$ cat src/rtl/arvi_arb_pkg.sv
// Shared types and helpers for the bus arbiter family.
package arvi_arb_pkg;

  typedef enum logic {ARB_RR = 1'b0, ARB_FIXED = 1'b1} arb_mode_e;
  typedef enum logic {IDLE = 1'b0, BUSY = 1'b1} arb_state_e;

  function automatic int id_width(input int n);
    return ($clog2(n) > 1) ? $clog2(n) : 1;
  endfunction

endpackage

$ cat src/rtl/arbiter_nx1_rr_pick.sv
// Combinational rotating picker: first set request at or after ptr_i, wrapping modulo N.
module rr_pick #(
  parameter int N  = 2,
  parameter int PW = 1
) (
  input  logic [N-1:0]  req_i,
  input  logic [PW-1:0] ptr_i,
  output logic [N-1:0]  grant_o,
  output logic [PW-1:0] idx_o,
  output logic          any_o
);
  localparam int SW = PW + 1;

  logic [2*N-1:0] req2;
  logic [N-1:0]   rot;
  logic [PW-1:0]  off;
  logic [SW-1:0]  sum;

  // Doubling the request vector turns the wrap into a plain part-select.
  assign req2 = {req_i, req_i};
  assign rot  = req2[ptr_i +: N];

  always_comb begin
    off   = '0;
    any_o = 1'b0;
    for (int k = N - 1; k >= 0; k--) begin
      if (rot[k]) begin
        off   = PW'(k);
        any_o = 1'b1;
      end
    end
  end

  assign sum   = {1'b0, ptr_i} + {1'b0, off};
  assign idx_o = (sum >= SW'(N)) ? PW'(sum - SW'(N)) : sum[PW-1:0];

  for (genvar gi = 0; gi < N; gi++) begin : g_grant
    assign grant_o[gi] = any_o && (idx_o == PW'(gi));
  end

endmodule

$ cat src/rtl/arbiter_nx1.sv
// N-master to 1-slave bus arbiter: grants one master per transaction, forwards its
// captured request with the master ID, and routes the slave ack back to the owner.
module arbiter_nx1
  import arvi_arb_pkg::*;
#(
  parameter int        N_MASTERS = 2,
  parameter arb_mode_e ARB_MODE  = ARB_RR,
  parameter int        XLEN      = 32,
  parameter int        ID_W      = id_width(N_MASTERS)
) (
  input  logic                   i_clk,
  input  logic                   i_rst,
  input  logic [N_MASTERS-1:0]   i_bus_en,
  input  logic [N_MASTERS-1:0]   i_wr_en,
  input  logic [N_MASTERS*XLEN-1:0] i_wr_data,
  input  logic [N_MASTERS*XLEN-1:0] i_addr,
  input  logic [N_MASTERS*4-1:0] i_byte_en,
  input  logic [N_MASTERS-1:0]   i_atomic,
  input  logic [N_MASTERS*7-1:0] i_operation,
  input  logic [N_MASTERS-1:0]   i_lock,
  output logic [N_MASTERS-1:0]   o_ack,
  output logic [XLEN-1:0]        o_rd_data,
  input  logic                   i_ack,
  input  logic [XLEN-1:0]        i_rd_data,
  output logic                   o_bus_en,
  output logic                   o_wr_en,
  output logic [XLEN-1:0]        o_wr_data,
  output logic [XLEN-1:0]        o_addr,
  output logic [3:0]             o_byte_en,
  output logic                   o_atomic,
  output logic [6:0]             o_operation,
  output logic [ID_W-1:0]        o_id
);

  arb_state_e state_q;
  logic [ID_W-1:0] id_q, ptr_q, ptr_d, lock_owner_q, win_idx, pick_ptr;
  logic            lock_valid_q, lock_cap_q, win_any, ack_fire;
  logic [N_MASTERS-1:0] req_eff, owner_mask, win_grant;

  logic            wr_en_q, atomic_q;
  logic [XLEN-1:0] wr_data_q, addr_q;
  logic [3:0]      byte_en_q;
  logic [6:0]      op_q;

  logic            sel_wr_en, sel_atomic, sel_lock;
  logic [XLEN-1:0] sel_wr_data, sel_addr;
  logic [3:0]      sel_byte_en;
  logic [6:0]      sel_op;

  assign ack_fire = (state_q == BUSY) && i_ack;

  for (genvar gi = 0; gi < N_MASTERS; gi++) begin : g_master
    assign owner_mask[gi] = (lock_owner_q == ID_W'(gi));
    assign o_ack[gi]      = ack_fire && (id_q == ID_W'(gi));
  end

  // While a lock is held only the owner may win, even if it is not requesting.
  assign req_eff  = lock_valid_q ? (i_bus_en & owner_mask) : i_bus_en;
  assign pick_ptr = (ARB_MODE == ARB_FIXED) ? '0 : ptr_q;
  assign ptr_d    = (id_q == ID_W'(N_MASTERS - 1)) ? '0 : id_q + ID_W'(1);

  rr_pick #(.N(N_MASTERS), .PW(ID_W)) u_pick (
    .req_i   (req_eff),
    .ptr_i   (pick_ptr),
    .grant_o (win_grant),
    .idx_o   (win_idx),
    .any_o   (win_any)
  );

  always_comb begin
    sel_wr_en   = 1'b0;
    sel_wr_data = '0;
    sel_addr    = '0;
    sel_byte_en = '0;
    sel_atomic  = 1'b0;
    sel_op      = '0;
    sel_lock    = 1'b0;
    for (int m = 0; m < N_MASTERS; m++) begin
      if (win_grant[m]) begin
        sel_wr_en   = i_wr_en[m];
        sel_wr_data = i_wr_data[m*XLEN +: XLEN];
        sel_addr    = i_addr[m*XLEN +: XLEN];
        sel_byte_en = i_byte_en[m*4 +: 4];
        sel_atomic  = i_atomic[m];
        sel_op      = i_operation[m*7 +: 7];
        sel_lock    = i_lock[m];
      end
    end
  end

  always_ff @(posedge i_clk or posedge i_rst) begin
    if (i_rst) begin
      state_q      <= IDLE;
      id_q         <= '0;
      wr_en_q      <= 1'b0;
      wr_data_q    <= '0;
      addr_q       <= '0;
      byte_en_q    <= '0;
      atomic_q     <= 1'b0;
      op_q         <= '0;
      lock_cap_q   <= 1'b0;
      ptr_q        <= '0;
      lock_valid_q <= 1'b0;
      lock_owner_q <= '0;
    end else begin
      case (state_q)
        IDLE: begin
          if (win_any) begin
            state_q    <= BUSY;
            id_q       <= win_idx;
            wr_en_q    <= sel_wr_en;
            wr_data_q  <= sel_wr_data;
            addr_q     <= sel_addr;
            byte_en_q  <= sel_byte_en;
            atomic_q   <= sel_atomic;
            op_q       <= sel_op;
            lock_cap_q <= sel_lock;
          end
        end
        BUSY: begin
          if (i_ack) begin
            state_q      <= IDLE;
            if (ARB_MODE == ARB_RR) ptr_q <= ptr_d;
            lock_valid_q <= lock_cap_q;
            lock_owner_q <= id_q;
          end
        end
        default: state_q <= IDLE;
      endcase
    end
  end

  assign o_bus_en    = (state_q == BUSY);
  assign o_id        = id_q;
  assign o_wr_en     = wr_en_q;
  assign o_wr_data   = wr_data_q;
  assign o_addr      = addr_q;
  assign o_byte_en   = byte_en_q;
  assign o_atomic    = atomic_q;
  assign o_operation = op_q;
  assign o_rd_data   = ack_fire ? i_rd_data : '0;

endmodule

$ cat config.mk
export PLATFORM = sky130hd
export DESIGN_NAME = arbiter_nx1
export DESIGN_NICKNAME = d
export VERILOG_FILES = /design/src/rtl/arvi_arb_pkg.sv /design/src/rtl/arbiter_nx1_rr_pick.sv /design/src/rtl/arbiter_nx1.sv
export SDC_FILE = /design/constraint.sdc
export NUM_CORES = 1
export LEC_CHECK = 0
export ABC_AREA = 1
export CAP_MARGIN = 20
export CORE_AREA = 4 4 116 118
export CTS_BUF_LIST = sky130_fd_sc_hd__clkbuf_2 sky130_fd_sc_hd__clkbuf_4 sky130_fd_sc_hd__clkbuf_8
export DETAILED_ROUTE_END_ITERATION = 10
export DIE_AREA = 0 0 120 122
export DONT_BUFFER_PORTS = 1
export PLACE_DENSITY = 0.57
export SKIP_LAST_GASP = 1
export SYNTH_ARGS = -nofsm -noshare
export SYNTH_HDL_FRONTEND = slang
export SYNTH_HIERARCHICAL = 1
export SYNTH_SLANG_ARGS = --single-unit
export TNS_END_PERCENT = 30
$ cat constraint.sdc
create_clock -name i_clk -period 4.5 [get_ports i_clk]
set_clock_uncertainty 0.05 [all_clocks]
set_input_delay 0.225 -clock i_clk [delete_from_list [all_inputs] [get_ports i_clk]]
set_output_delay 0.225 -clock i_clk [all_outputs]
set_load 0.02 [all_outputs]
==> impl_metrics.csv <==
group,metric,value,unit
critical_path,critical_path_class,"reg -> reg",
logic_synthesis,synth_xor_area_share,0,%
power_and_ir_drop,ir_worst_vdd,0.2456,mV
final_layout,n_antenna_cell,0,
logic_synthesis,yosys.area_share.simple,44.68,%
logic_synthesis,synth.distinct_cells,18,
clock_network,clk_pin_slew_worst_paths,80,ps
place,placedInstanceArea,0.004646,sq mm
routing,postRouteAntennaNets,0,
final_layout,areaGrowthSynthToFinish,15.93,%
logic_synthesis,syn_area_per_cell,6.716,sq um
clock_network,cts_made_buffers,9,
logic_synthesis,ys_seq_elements,83,
routing,wl_per_cell,15.30,microns
global_routing,grt_usage,17.83,%
clock_network,cts_sinks,83,
final_layout,nFillCells,1269,
final_layout,layout.nets,899,
power_and_ir_drop,total_power,3882,uW
final_layout,fin_cells,883,
sta,timing.final.ws_setup,1559,ps
die,die_area,0.01464,sq mm
logic_synthesis,yosysWarnings,6,
die,rows,41,
critical_path,critPathLaunch,"lock_valid_q$_DFFE_PP0P_",
clock_network,clockBufferDepth,2,
final_layout,final_area,0.005380,sq mm
critical_path,cp.required,4750,ps
place,hpwl,9243,microns
power_and_ir_drop,leakagePower,0.003075,uW
critical_path,cp.arrival,3190,ps
routing,drc,0,
critical_path,rrSetupSlack,1560,ps
sta,maxSlewHeadroom,45.99,%
power_and_ir_drop,pwr-share-seq,49.0,%
clock_network,clk_latency,360,ps
final_layout,drive_gt1_share,5.626,%
logic_synthesis,syn_nets,884,
power_and_ir_drop,internal-power,1921,uW
logic_synthesis,ys_top_cells_by_count,"nand2_1 (397), dfrtp_1 (83), nand3_1 (69), inv_1 (39), nor2_1 (35)",
logic_synthesis,synth_edf_count,0,
power_and_ir_drop,switching_share,50.50,%
clock_network,root_buffer,"clkbuf_8",
logic_synthesis,synthMuxAreaShare,0,%
clock_network,cts_resized,0,
sta,tightest_slew,810.1,ps
logic_synthesis,syn_inst,691,
logic_synthesis,synth_area_leaders,"dfrtp_1 (45%), nand2_1 (32%), nand3_1 (7.4%)",
logic_synthesis,synth_fa_ha_area_share,0,%
power_and_ir_drop,clkPwrFrac,16.5,%
place,place_ws,1715,ps
routing,drt_wl_total,13510,microns
sta,finalHoldViolCount,0,
clock_network,cts_tree,"yes",
sta,finalSetupViolations,0,
die,die_w,120,microns
outcome,status,"complete, no violations",
logic_synthesis,synth_area,0.004641,sq mm
logic_synthesis,netlist.area_leader.share,44.76,%
routing,dr.pass1.iters,4,
sta,timing.final.crit_share,65.35,%
min_path,hold_class,"in -> reg",
critical_path,end_kind,"flip-flop",
die,coreArea,0.01247,sq mm
critical_path,reg2reg_from,"lock_valid_q$_DFFE_PP0P_",
sta,rsz0062_at_grt,"no",
min_path,hold_path_startpoint,"i_atomic[1]",
logic_synthesis,synth_top_family_by_area,"simple AND/OR/NAND/NOR gates",
die,num_io_pins,306,
place,gp_congestion,0.7853,
flow_run,maxCapViolCount,0,
logic_synthesis,synth.most_common_cell,"nand2_1",
routing,vias,4323,
sta,period_needed,2941,ps
routing,drt_iter0_drc,243,
place,io_buffer_count,0,
logic_synthesis,synthFlopType,"dfrtp_1",
sta,fmax,340.1,MHz
clock_network,htree_levels,3,
logic_synthesis,ys_async_sr_fraction,100.0,%
place,dp_cells,822,
critical_path,startpoint_type,"flip-flop",
logic_synthesis,synth_top_area_cell,"dfrtp_1",
global_routing,grt_pass1_wl,20730,microns
power_and_ir_drop,comb_power_share,34.5,%
sta,drv_slew,0,
routing,vias_per_cell,4.896,
die,chipHeight,122,microns
logic_synthesis,seq_area_frac_synth,44.76,%
power_and_ir_drop,p_per_area,721.5,mW/mm^2
critical_path,crit_fanout,78,
global_routing,antenna_found_initial,0,
die,start_util,37.23,%
global_routing,grt_pass1_vias,4054,
power_and_ir_drop,p_sw,1961,uW
sta,tns,0,ps
logic_synthesis,synth-compound-area-share,1.078,%
global_routing,grt_max_degree,80,
global_routing,grt_remaining_overflow,0,
==> per-layer routing <==
| metal | vias to the layer above | routed length [microns] | share of wire [%] | GRT usage, % |
|---|---|---|---|---|
| li1 | 2119 | - | - | - |
| met4 | 0 | 290 | 2.1 | 7.802 |
| met5 | - | 0 | 0 | 0 |
| met1 | 1958 | 5130 | 38 | 21.43 |
| met2 | 225 | 6573 | 49 | 29.08 |
| met3 | 21 | 1520 | 11 | 6.175 |
==> final timing paths <==
path / to / cells after the start
max: o_operation[4]$_DFFE_PP0P_ / 9
min: o_atomic$_DFFE_PP0P_ / 4
max reg2reg: o_operation[4]$_DFFE_PP0P_ / 9
min reg2reg: lock_cap_q$_DFFE_PP0P_ / 2
max in group asynchronous: o_wr_data[24]$_DFFE_PP0P_ / 3
min in group asynchronous: o_wr_data[1]$_DFFE_PP0P_ / 2
==> cells by family after synthesis <==
group,after synthesis
AND/OR/NAND/NOR,512
buffers and inverters,87
flip-flops,83
AO/OA/AOI/OAI,9
==> placed cells by master (no fill, tap or decap), types with 2 or more instances in the layout <==
master,n
a21boi_0,2
a21oi_1,2
a21oi_4,2
buf_12,3
buf_4,4
bufinv_16,2
clkbuf_8,13
dfrtp_1,83
dlygate4sd3_1,42
inv_1,38
nand2_1,397
nand3_1,69
nand3_2,10
nor2_1,35
o21ai_0,2
==> repair_timing <==
action	CTS	global route
hold buffers	42	0
setup buffers	0	0
endpoints found under the hold margin	80	0
==> metrics by stage <==
step	hold slack, ps	utilization [%]
5_1_grt	14.38	43.16
4_1_cts	0.4585	42.62
6_report	26.53	43.16
2_1_floorplan	283.2	-
3_3_place_gp	201.2	37.27
3_5_place_dp	215.0	37.27
==> sequential cells by signal, indices dropped and copies added (netlist names), 4 cells and up <==
register	flops
o_addr	32
o_byte_en	4
o_operation	7
o_wr_data	32
==> power by group through the flow <==
stage          Clock [uW]  Sequential (uW)  Combinational (uW)
4_1_cts               667             1910                1300
6_report              641             1900                1340
5_1_grt               701             1940                1540
2_1_floorplan           0             1780                1120
3_3_place_gp            0             1910                1220
3_5_place_dp            0             1910                1270
==> worst max-delay path, cell delays in order, from the launching register on <==
cell	delay (ps)
dfrtp_1	410
a21boi_0	510
inv_1	180
a21oi_4	190
buf_4	640
nand2_1	110
nand2_1	100
dlygate4sd3_1	560
nand2_1	50
nand2_1	80
==> cell type report <==
type | count | area [sq um] | share of cell area [%]
clock buffer | 13 | 178.9 | 3.326
clock inverter | 3 | 67.56 | 1.256
inverter | 41 | 157.7 | 2.930
multi-input combinational | 521 | 2146 | 39.88
sequential | 83 | 2077 | 38.60
tap | 172 | 215.2 | 4.000
timing repair buffer | 50 | 538.0 | 10.00
No activity file was read; power rests on OpenSTA's default activity.
